$ cat config.mk
export PLATFORM = sky130hd
export DESIGN_NAME = mem_resp_queue
export DESIGN_NICKNAME = d
export VERILOG_FILES = /design/src/rtl/mem_resp_queue.sv
export SDC_FILE = /design/constraint.sdc
export NUM_CORES = 1
export LEC_CHECK = 0
export CAP_MARGIN = 20
export CELL_PAD_IN_SITES_DETAIL_PLACEMENT = 0
export CELL_PAD_IN_SITES_GLOBAL_PLACEMENT = 1
export CORE_MARGIN = 4
export CORE_UTILIZATION = 48
export CTS_BUF_LIST = sky130_fd_sc_hd__clkbuf_16
export DETAILED_ROUTE_END_ITERATION = 8
export PLACE_DENSITY = 0.89
export SYNTH_ARGS = -nofsm -noshare
export SYNTH_HDL_FRONTEND = slang
export SYNTH_SLANG_ARGS = --single-unit
$ cat constraint.sdc
create_clock -name clk -period 4.9 [get_ports clk]
set_input_delay 0.49 -clock clk [delete_from_list [all_inputs] [get_ports clk]]
set_output_delay 0.49 -clock clk [all_outputs]
set_load 0.01 [all_outputs]
$ cat src/rtl/mem_resp_queue.sv
// rtl/mem_resp_queue.sv - in-order MEM-stage response tracker with load formatting and flush discard
// Optional same-cycle response bypass to WB: define MEM_RESP_BYPASS_EN.
module mem_resp_queue #(
  parameter int DEPTH = 4,
  parameter int CNT_W = $clog2(DEPTH + 1)
) (
  input  logic             clk,
  input  logic             resetn,
  input  logic             flush,
  input  logic             req_valid,
  output logic             req_ready,
  input  logic             req_is_load,
  input  logic [4:0]       req_ld_op,
  input  logic [1:0]       req_offset,
  input  logic [4:0]       req_dest,
  input  logic [31:0]      req_pc,
  input  logic             data_ok,
  input  logic [31:0]      rdata,
  output logic             out_valid,
  input  logic             out_ready,
  output logic [31:0]      out_pc,
  output logic [4:0]       out_dest,
  output logic             out_is_load,
  output logic [31:0]      out_result,
  output logic [CNT_W-1:0] count,
  output logic [CNT_W-1:0] discard_cnt,
  output logic             proto_err
);

  localparam int PTR_W = $clog2(DEPTH);
  localparam int SUM_W = CNT_W + 1;

  logic [31:0]      pc_q     [DEPTH];
  logic [4:0]       dest_q   [DEPTH];
  logic             is_ld_q  [DEPTH];
  logic [4:0]       ld_op_q  [DEPTH];
  logic [1:0]       offset_q [DEPTH];
  logic [31:0]      data_q   [DEPTH];
  logic [DEPTH-1:0] valid_q, done_q;

  logic [PTR_W-1:0] head_q, head_d, resp_q, resp_d, tail_q, tail_d;
  logic [CNT_W-1:0] count_q, count_d, discard_q, discard_d, pend;
  logic             perr_q, perr_d;
  logic             push, pop, drop, resp_hit, bypass_hit;
  logic [SUM_W-1:0] occ;
  logic [31:0]      head_data;

  function automatic logic [31:0] fmt_load(input logic [4:0] op, input logic [1:0] off,
                                           input logic [31:0] d);
    logic [7:0]  b;
    logic [15:0] h;
    b = d[{off, 3'b000} +: 8];
    h = off[1] ? d[31:16] : d[15:0];
    case (op)
      5'b00001: fmt_load = d;
      5'b00010: fmt_load = {{24{b[7]}}, b};
      5'b00100: fmt_load = {24'd0, b};
      5'b01000: fmt_load = {{16{h[15]}}, h};
      5'b10000: fmt_load = {16'd0, h};
      default:  fmt_load = 32'd0;
    endcase
  endfunction

  assign occ       = {1'b0, count_q} + {1'b0, discard_q};
  assign req_ready = occ < SUM_W'(DEPTH);
  assign push      = req_valid && req_ready && !flush;
  assign drop      = data_ok && (discard_q != '0);
  assign resp_hit  = data_ok && (discard_q == '0) && valid_q[resp_q] && !done_q[resp_q];

`ifdef MEM_RESP_BYPASS_EN
  assign bypass_hit = resp_hit && (resp_q == head_q);
`else
  assign bypass_hit = 1'b0;
`endif

  assign out_valid   = !flush && valid_q[head_q] && (done_q[head_q] || bypass_hit);
  assign pop         = out_valid && out_ready;
  assign head_data   = done_q[head_q] ? data_q[head_q] : rdata;
  assign out_pc      = valid_q[head_q] ? pc_q[head_q] : 32'd0;
  assign out_dest    = valid_q[head_q] ? dest_q[head_q] : 5'd0;
  assign out_is_load = valid_q[head_q] && is_ld_q[head_q];
  assign out_result  = (out_valid && is_ld_q[head_q]) ?
                       fmt_load(ld_op_q[head_q], offset_q[head_q], head_data) : 32'd0;
  assign count       = count_q;
  assign discard_cnt = discard_q;
  assign proto_err   = perr_q;

  // Entries still waiting for their response become debts on flush.
  always_comb begin
    pend = '0;
    for (int i = 0; i < DEPTH; i++) begin
      if (valid_q[i] && !done_q[i]) pend = pend + CNT_W'(1);
    end
  end

  always_comb begin
    head_d    = head_q;
    resp_d    = resp_q;
    tail_d    = tail_q;
    count_d   = count_q;
    discard_d = discard_q - CNT_W'(drop);
    perr_d    = perr_q || (req_valid && !req_ready) || (data_ok && !drop && !resp_hit);
    if (flush) begin
      head_d    = '0;
      resp_d    = '0;
      tail_d    = '0;
      count_d   = '0;
      discard_d = discard_q + pend + CNT_W'(req_valid) - CNT_W'(resp_hit) - CNT_W'(drop);
    end else begin
      if (resp_hit) resp_d = resp_q + PTR_W'(1);
      if (pop)      head_d = head_q + PTR_W'(1);
      if (push)     tail_d = tail_q + PTR_W'(1);
      count_d = count_q + CNT_W'(push) - CNT_W'(pop);
    end
  end

  always_ff @(posedge clk or negedge resetn) begin
    if (!resetn) begin
      head_q    <= '0;
      resp_q    <= '0;
      tail_q    <= '0;
      count_q   <= '0;
      discard_q <= '0;
      perr_q    <= 1'b0;
    end else begin
      head_q    <= head_d;
      resp_q    <= resp_d;
      tail_q    <= tail_d;
      count_q   <= count_d;
      discard_q <= discard_d;
      perr_q    <= perr_d;
    end
  end

  // Pop clears after the response write so a bypassed entry leaves without done.
  always_ff @(posedge clk or negedge resetn) begin
    if (!resetn) begin
      valid_q <= '0;
      done_q  <= '0;
      for (int i = 0; i < DEPTH; i++) begin
        pc_q[i]     <= 32'd0;
        dest_q[i]   <= 5'd0;
        is_ld_q[i]  <= 1'b0;
        ld_op_q[i]  <= 5'd0;
        offset_q[i] <= 2'd0;
        data_q[i]   <= 32'd0;
      end
    end else if (flush) begin
      valid_q <= '0;
      done_q  <= '0;
    end else begin
      if (resp_hit) begin
        done_q[resp_q] <= 1'b1;
        data_q[resp_q] <= rdata;
      end
      if (pop) begin
        valid_q[head_q] <= 1'b0;
        done_q[head_q]  <= 1'b0;
      end
      if (push) begin
        valid_q[tail_q]  <= 1'b1;
        done_q[tail_q]   <= 1'b0;
        pc_q[tail_q]     <= req_pc;
        dest_q[tail_q]   <= req_dest;
        is_ld_q[tail_q]  <= req_is_load;
        ld_op_q[tail_q]  <= req_ld_op;
        offset_q[tail_q] <= req_offset;
      end
    end
  end

endmodule

== Word-level counts from Yosys, hierarchy flattened ==
Index checks and enable logic that the tools add are counted.
Word-level totals
  register bits: 329
  logic and storage cells: 192
  input port bits: 83
  output and inout bits: 79
Operators by class
  order comparisons: 12
  reduce and logical (&&, ||, !) cells: 41
  equality and inequality tests: 5
  $add $sub $neg: 14
  bitwise logic cells: 11
  shift-type cells: 1
  multiplexer cells: 76
Operators by type and width (count)
  $mux W32: 9
  $bwmux W128: 2
  $pmux W32 S5: 1
  $bmux W32 S2: 2
  $demux W32 S2: 2
  $bwmux W20: 2
  $mux W4: 10
  $shiftx A32 B6 Y8: 1
  $mux W5: 6
  $logic_and A1 B1 Y1: 23
  $bmux W5 S2: 2
  $mux W2: 9
  $mux W16: 1
  $mux W3: 5
  $and A4 B4 Y4: 3
  $sub A3 B1 Y3: 4
  $mux W1: 11
  $bmux W1 S2: 5
  $demux W5 S2: 1
  $add A3 B1 Y3 const B: 3
  $ge A3 B3 Y1 const B: 3
  $logic_not A1 Y1: 9
  $lt A2 B3 Y1 const B: 3
  $not A2 Y3: 3
  other kinds (25): 40

== Depth between registers and ports, before layout ==
Gate-level depths: netlist of the first run.
  depth after elaboration: 14
  gate-level depth with buffers: 15
  depth with buffers taken out: 15

== Worst setup path before layout of the first run ==
No wires, ideal clock.
  path type: reg2reg
  start: register done_q[2]
  end: register discard_q[2] (netlist: discard_cnt[2])
  required time: 4.772 ns
  arrival: 3.692 ns
  setup time: 0.128 ns
  stages on the path, launching flop included: 14
  setup slack: 1.081 ns
  period minus slack after synthesis: 3.819 ns
  buffers on the path: 0
  cell sequence: dfrtp_1 > nand2b_1 > mux4_2 > nor2_1 > fa_1 > inv_1 > fa_1 > a21o_1 > fa_1 > xor2_1 > xnor2_1 > xnor2_1 > a21oi_1 > xor2_1
Between the ends
  longest elaborated chain between the ends: 10
  elaborated cells between the ends (all ways): 14
  classes of those cells: add/sub (5); mux (5); reduce/logical (4)
Ends and longest elaborated chain
  start: declaration: RTL line 39  | logic [DEPTH-1:0] valid_q, done_q;
  start signal: assignment: RTL line 139  | done_q <= '0;
  start signal: assignment: RTL line 150  | done_q <= '0;
  start signal: indexed assignment: RTL line 153  | done_q[resp_q] <= 1'b1;
  $logic_not A1 Y1: RTL line 92  | if (valid_q[i] && !done_q[i]) pend = pend + CNT_W'(1);
  $logic_and A1 B1 Y1: RTL line 92
  $mux W3: RTL line 92
  $add A3 B1 Y3: RTL line 92
  $mux W3: RTL line 92
  $add A3 B3 Y3: RTL line 108  | discard_d = discard_q + pend + CNT_W'(req_valid) - CNT_W'(resp_hit) - CNT_W'(drop);
  $add A3 B1 Y3: RTL line 108
  $sub A3 B1 Y3 * (2 in series): RTL line 108
  $mux W3 *: RTL line 103  | if (flush) begin
  named net discard_d[2]: RTL line 42  | logic [CNT_W-1:0] count_q, count_d, discard_q, discard_d, pend;
  end signal: assignment: RTL line 130  | discard_q <= discard_d;
  end: declaration: RTL line 42
The timed path passes the listed nets; every way through them passes the cells marked *. The select of a mux whose other input is x is not followed.
A chain may end at the register's enable or synchronous reset.

== Worst setup path after layout of the first run ==
  start: register head_q[1]
  end: output port out_result[29]
Between the ends
  longest elaborated chain between the ends: 8
  elaborated cells between the ends (all ways): 30
  classes of those cells: eq/ne (5); shift (1); mux (20); bitwise (1); reduce/logical (3)
Ends and longest elaborated chain
  start: declaration: RTL line 41  | logic [PTR_W-1:0] head_q, head_d, resp_q, resp_d, tail_q, tail_d;
  start signal: assignment: RTL line 119  | head_q <= '0;
  start signal: assignment: RTL line 126  | head_q <= head_d;
  $not A2 Y3 (not written as such): RTL line 78, 82, 83
  $bmux W32 S2: RTL line 78  | assign head_data = done_q[head_q] ? data_q[head_q] : rdata;
  $mux W32 (not written as such) (2 in series): RTL line 78
  $mux W32: RTL line 78
  $shiftx A32 B6 Y8 or $mux W16 (tied branches): RTL line 52, 53
  $pmux W32 S5: RTL line 54  | case (op)
  $mux W32 *: RTL line 82  | assign out_result = (out_valid && is_ld_q[head_q]) ?
  end: declaration: RTL line 24  | output logic [31:0] out_result,
Every way passes the cells marked *; elsewhere a longest branch is shown, timed or not. The select of a mux whose other input is x is not followed.

==> results.tsv, run 1 <==
stage	metric	value	unit
run_status	outcome	complete, no violations	
clock_network	CTS Sinks	329	
placed_design	Detailed Place HPWL	24200	um
flow_run	MaxCap Viol Count	0	
grt	GR Overflow Total	0	
logic_synthesis	Syn Inst Count	1114	
logic_synthesis	Post-Syn Area per Cell	14.6	um2
layout	fillers	2620	
timing	clk_skew	0.0135	ns
hold_path	worst min path class	in2async	
routing	drt via density	5.68	
layout	Finished Layout Cells	1738	
layout	fin nets	1376	
routing	vias	9874	
timing	Final Hold Violating Endpoints	0	
logic_synthesis	most common cell in the synthesized netlist	mux2_2	
pwr	PD cells	446	mW/mm2
timing	Setup TNS Final	0	ns
grt	first-pass GRT wire length	60700	um
logic_synthesis	ys flop type	dfrtp_1	
clock_network	Setup Buffers After CTS	0	
placed_design	Post-Place Cells	1675	
logic_synthesis	yosys warns	0	
placed_design	pre-CTS WS	0.731	ns
routing	DR iter-0 viols	443	
logic_synthesis	Yosys top cell area share	50.6	%
grt	largest net degree at the start of global routing	126	
timing	Pins Over Slew Limit	0	
routing	drt pass-1 iters	4	
floorplanning	total core area	0.0335	mm2
routing	DRC violations left	0	
floorplanning	die height	192	um
worst_setup_path	WS Path Type	reg2out	
logic_synthesis	cell type with the largest total area after synthesis	dfrtp_1	
layout	area grow syn2layout	19.3	%
timing	Final setup violation count	0	
clock_network	# H-tree levels	2	
logic_synthesis	Post-synth EDFFs	0	
floorplanning	die footprint	0.0369	mm2
clock_network	clock transition at the registers of the reported paths	0.06	ns
grt	Total GRT Usage	20.7	%
logic_synthesis	post-synthesis sequential area ratio	50.6	%
timing	actual slew at the worst max-slew pin	0.924	ns
routing	final wirelength	37300	um
logic_synthesis	Synth Net Count	1224	
clock_network	CTS tree	yes	
routing	Post-DRT Antenna Nets	0	
pwr	VDD IR max	0.000361	V
clock_network	# hold bufs at CTS	0	
clock_network	total CTS buffers	37	
grt	vias in the first global route	10900	
clock_network	CTS root buffer	clkbuf_16	
timing	final worst slack	0.375	ns
logic_synthesis	FFs w/ async S/R, synth	100	%
clock_network	# resized after CTS	0	
clock_network	clk buf depth	3	
timing	RSZ-0062 raised after global routing	no	
timing	Min Hold Slack	0.0609	ns
worst_setup_path	Worst R2R Setup Slack	0.76	ns
timing	fin crit share	92.3	%
worst_setup_path	Required @ worst endpoint	4.41	ns
placed_design	Placer Congestion	0.869	
logic_synthesis	synthesized cell area	0.0163	mm2
placed_design	# port buffers	161	
logic_synthesis	top post-synthesis cells by area	dfrtp_1 (51%), mux2_2 (24%), mux4_2 (11%)	
worst_setup_path	CP Capture Type	output port	
pwr	Final Power	8.66	mW
clock_network	Clock Latency Late Sink	0.53	ns
timing	clock period minus worst slack	4.52	ns
worst_setup_path	Max FO, Critical Path	38	
worst_setup_path	Critical Path AT	4.03	ns
routing	Routed WL per cell	21.4	um
layout	layout cells sized above 1	39.1	%
worst_setup_path	startpoint types	flip-flop	
grt	initial antenna violation count	4	
floorplanning	Die X	192	um
logic_synthesis	Synth top cells by count	mux2_2 (341), dfrtp_1 (329), mux4_2 (80)	
floorplanning	num rows	67	
logic_synthesis	flops & latches, synth	329	
floorplanning	Initial Utilization	48.5	%
timing	fmax	221	MHz
floorplanning	# IOs	162	
logic_synthesis	Synth cell types	37	
timing	slew margin rel.	38.4	%
pwr	Pleak	8.65	nW
==> registers in the layout, indices dropped and copies added (netlist names) <==
signal and cells:
ld_op_q 20, offset_q 8, discard_cnt 3, is_ld_q 4
valid_q 4, tail_q 2, count 3, data_q 128
resp_q 2, pc_q 128, proto_err 1, head_q 2
dest_q 20, done_q 4
==> layer usage <==
layer  global-route usage, %  wire length (um)  vias up
met5                       0                55        -
met4                    4.91               762        6
met3                    5.18              2480       62
met2                    34.8             18400      228
met1                    27.4             15600     5171
li1                        -                 -     4407
==> logic make-up (layout without fill, tap and decap cells) <==
group / count (synthesis) / in the layout / synth area share, %
other: 0 / 1 / 0
AND/OR/NAND/NOR: 122 / 122 / 4.10
buffers and inverters: 93 / 268 / 2.52
flip-flops: 329 / 329 / 50.6
XOR/XNOR: 14 / 14 / 0.753
adder cells (fa/ha/maj): 27 / 27 / 2.26
AO/OA/AOI/OAI: 78 / 78 / 3.27
multiplexers: 451 / 451 / 36.5
==> worst max-delay path, stage by stage, from the launching register on <==
cell and delay (ns):
dfrtp_4 0.83, mux4_2 0.93, mux2i_1 0.25, mux2i_1 0.31
nand4b_1 0.14, buf_4 0.24, a31oi_1 0.21, clkdlybuf4s50_1 0.57
==> where the power goes <==
part / total, mW / switching (mW) / internal (mW)
combinational: 2.41 / 0.986 / 1.43
sequential: 3.78 / 0.354 / 3.42
clock: 2.47 / 1.07 / 1.40
total: 8.66 / 2.41 / 6.25
==> cell type report <==
class                           count  area [um2]  area share, %
Sequential cell                   329        8240           42.4
Multi-Input combinational cell    692        7650           39.4
Timing Repair Buffer              188        1830           9.44
Clock buffer                       38         951           4.90
Tap cell                          448         561           2.89
Clock inverter                     24         111          0.574
Inverter                           18        67.6          0.348
Antenna cell                        1        2.50         0.0129
==> stage by stage <==
step,util (%),cell area [um2]
global placement,54.7,18300
global route,57.9,19400
finish,57.9,19400
floorplan,-,16300
CTS,57.9,19400
detailed placement,54.7,18300
==> final timing paths <==
| kind | endpoint | cells after the start | from |
|---|---|---|---|
| hold reg to reg | proto_err | 1 | proto_err |
| hold / removal | data_q[65] | 1 | resetn |
| min in group clk | proto_err | 1 | proto_err |
| setup reg to reg | discard_cnt[2] | 13 | done_q[2] |
| setup / recovery | out_result[29] | 7 | head_q[1] |
| max in group asynchronous | data_q[27] | 2 | resetn |
==> cells in the final DEF, fill, tap and decap left out, types with 2 or more instances in the layout <==
| cell type | netlist | routed |
|---|---|---|
| a211o_1 | 7 | 7 |
| a21o_1 | 5 | 5 |
| a21oi_1 | 26 | 26 |
| a22oi_1 | 3 | 3 |
| a2bb2oi_1 | 14 | 14 |
| a31oi_1 | 16 | 16 |
| a32oi_1 | 2 | 2 |
| and2_1 | 47 | 43 |
| and2_2 | 0 | 4 |
| buf_4 | 6 | 26 |
| clkbuf_16 | 0 | 38 |
| clkdlybuf4s50_1 | 0 | 160 |
| clkinv_1 | 0 | 4 |
| clkinv_2 | 0 | 7 |
| dfrtp_1 | 329 | 327 |
| dfrtp_4 | 0 | 2 |
| fa_1 | 4 | 4 |
| ha_1 | 23 | 23 |
| inv_1 | 18 | 30 |
| mux2_2 | 341 | 341 |
| mux2i_1 | 30 | 30 |
| mux4_2 | 80 | 80 |
| nand2_1 | 21 | 21 |
| nand2b_1 | 10 | 10 |
| nand3_1 | 3 | 3 |
| nor2_1 | 21 | 21 |
| nor2b_1 | 6 | 6 |
| nor3_1 | 4 | 4 |
| nor3b_1 | 4 | 4 |
| o21ai_0 | 3 | 3 |
| xnor2_1 | 9 | 9 |
| xor2_1 | 5 | 5 |
Power figures use the tool's default switching activity.
==> run 2, diff against run 1 <==
- HOLD_SLACK_MARGIN: not set -> 0.06
- SETUP_SLACK_MARGIN: not set -> 0.2
==> results of run 2 <==
No change in the layout: final DEF, timing and power equal those of run 1.
==> run 3, diff against run 2 <==
- MAX_ROUTING_LAYER: not set -> met4
- TNS_END_PERCENT: not set -> 20
==> results.tsv, run 3 (synthesized netlist as in run 1, its figures left out) <==
stage	metric	value	unit	change
worst_setup_path	WS Path Type	reg2out		
layout	multi-input logic area	0.00765	mm2	unchanged
clock_network	clock transition at the registers of the reported paths	0.06	ns	about the same
floorplanning	total core area	0.0335	mm2	unchanged
routing	DRC violations left	0		unchanged
routing	vias	9925		+0.52%
routing	DR iter-0 viols	446		+0.68%
grt	first-pass GRT wire length	60700	um	about the same
hold_path	worst min path class	in2async		
clock_network	CTS root buffer	clkbuf_16		
clock_network	# hold bufs at CTS	0		unchanged
worst_setup_path	Required @ worst endpoint	4.41	ns	about the same
routing	Routed WL per cell	21.4	um	-0.41%
worst_setup_path	CP max-delay cell	mux4_2		
worst_setup_path	CP Capture Type	output port		
flow_run	MaxCap Viol Count	0		unchanged
layout	layout cells sized above 1	39.1	%	unchanged
timing	Final Hold Violating Endpoints	0		unchanged
layout	area grow syn2layout	19.3	%	about the same
clock_network	clk buf depth	3		unchanged
grt	GR Overflow Total	0		unchanged
layout	most common cell after layout, fill and taps aside	mux2_2		
timing	slew margin rel.	38.4	%	+0.079 points
timing	actual slew at the worst max-slew pin	0.923	ns	-0.00118 ns
layout	fin nets	1376		unchanged
worst_setup_path	Max FO, Critical Path	38		unchanged
worst_setup_path	Worst path most repeated cell	mux2i_1		
worst_setup_path	Worst path top cell family by delay	multiplexers		
layout	fillers	2616		-0.15%
worst_setup_path	CP peak stage delay	0.93	ns	about the same
grt	largest net degree at the start of global routing	126		unchanged
timing	RSZ-0062 raised after global routing	no		
routing	drt via density	5.70		+0.34%
clock_network	CTS Sinks	329		unchanged
clock_network	total CTS buffers	37		unchanged
clock_network	# H-tree levels	2		unchanged
worst_setup_path	worst-path cell chain	mux4_2 > mux2i_1 > mux2i_1 > nand4b_1 > buf_4 > a31oi_1 > clkdlybuf4s50_1		
routing	final wirelength	37200	um	-0.24%
clock_network	CTS tree	yes		
clock_network	# resized after CTS	0		unchanged
pwr	Pleak	8.65	nW	about the same
worst_setup_path	critical path buffer and inverter count	2		unchanged
floorplanning	# IOs	162		unchanged
floorplanning	num rows	67		unchanged
pwr	PD cells	446	mW/mm2	about the same
routing	drt pass-1 iters	4		unchanged
grt	vias in the first global route	10900		-0.018%
placed_design	# port buffers	161		unchanged
layout	commonest cells after routing, fill and taps aside	mux2_2 (341), dfrtp_1 (327), clkdlybuf4s50_1 (160)		
timing	Final setup violation count	0		unchanged
timing	clk_skew	0.0124	ns	-0.00117 ns
timing	Pins Over Slew Limit	0		unchanged
floorplanning	Initial Utilization	48.5	%	unchanged
timing	fmax	221	MHz	about the same
clock_network	Setup Buffers After CTS	0		unchanged
run_status	outcome	complete, no violations		
placed_design	Post-DP Area	0.0183	mm2	unchanged
routing	Post-DRT Antenna Nets	0		unchanged
floorplanning	die footprint	0.0369	mm2	unchanged
layout	Finished Cell Area	0.0194	mm2	about the same
worst_setup_path	startpoint types	flip-flop		
timing	fin crit share	92.4	%	about the same
worst_setup_path	Critical Path AT	4.04	ns	about the same
pwr	Final Power	8.66	mW	about the same
clock_network	Clock Latency Late Sink	0.52	ns	about the same
pwr	VDD IR max	0.000353	V	-2.3%
placed_design	Detailed Place HPWL	24200	um	unchanged
grt	Total GRT Usage	21.3	%	+0.60 points
layout	Top Registers	data_q x128, pc_q x128		
timing	clock period minus worst slack	4.53	ns	+0.00241 ns
floorplanning	die height	192	um	unchanged
layout	FF+latch area	0.00824	mm2	unchanged
placed_design	Placer Congestion	0.883		+1.6%
timing	Setup TNS Final	0	ns	unchanged
grt	initial antenna violation count	4		unchanged
floorplanning	Die X	192	um	unchanged
run 3: cell count changes in the layout (fill, tap and decap cells not counted):
cell,delta
diode_2,+3
run 3: per-layer routing:
layer  routed length (um)  GRT usage, %  share of wire, %  up-vias
met5                    0             -                 0        -
met3                 2420          5.05               6.5       63
li1                     -             -                 -     4416
met2                18300          34.8                49      232
met4                  763          4.91               2.1        0
met1                15700          27.5                42     5214
run 3: worst paths after layout:
kind / from / endpoint / slack [ns] / cells after the start
min in group clk: proto_err / proto_err / 0.48 / 1
hold / removal: resetn / data_q[65] / 0.06 / 1
max in group asynchronous: resetn / data_q[123] / 3.65 / 2
setup / recovery: head_q[1] / out_result[22] / 0.37 / 7
hold reg to reg: proto_err / proto_err / 0.48 / 1
setup reg to reg: valid_q[0] / discard_cnt[2] / 0.77 / 14
run 3: area by class of cell:
class	instances	area share, %
timing repair buffer	188	9.43
clock inverter	24	0.573
tap	448	2.89
sequential	329	42.4
clock buffer	38	4.90
antenna	4	0.0515
multi-input combinational	692	39.4
inverter	18	0.348
run 3: stage by stage:
stage,cells,setup slack [ns],utilization [%],hold slack (ns)
after floorplan,1114,1.08,-,0.194
final,1741,0.373,57.9,0.0589
after CTS,1737,0.408,57.9,0.0928
after global routing,1741,0.238,57.9,0.108
after global placement,1675,0.795,54.7,0.481
after detailed placement,1675,0.731,54.7,0.477
run 3: where the power goes:
part / internal (mW) / total, mW / leakage (nW) / switching [mW]
Sequential: 3.42 / 3.78 / 4.39 / 0.354
Clock: 1.40 / 2.47 / 0.573 / 1.07
Combinational: 1.43 / 2.41 / 3.68 / 0.986
Total: 6.25 / 8.66 / 8.65 / 2.41
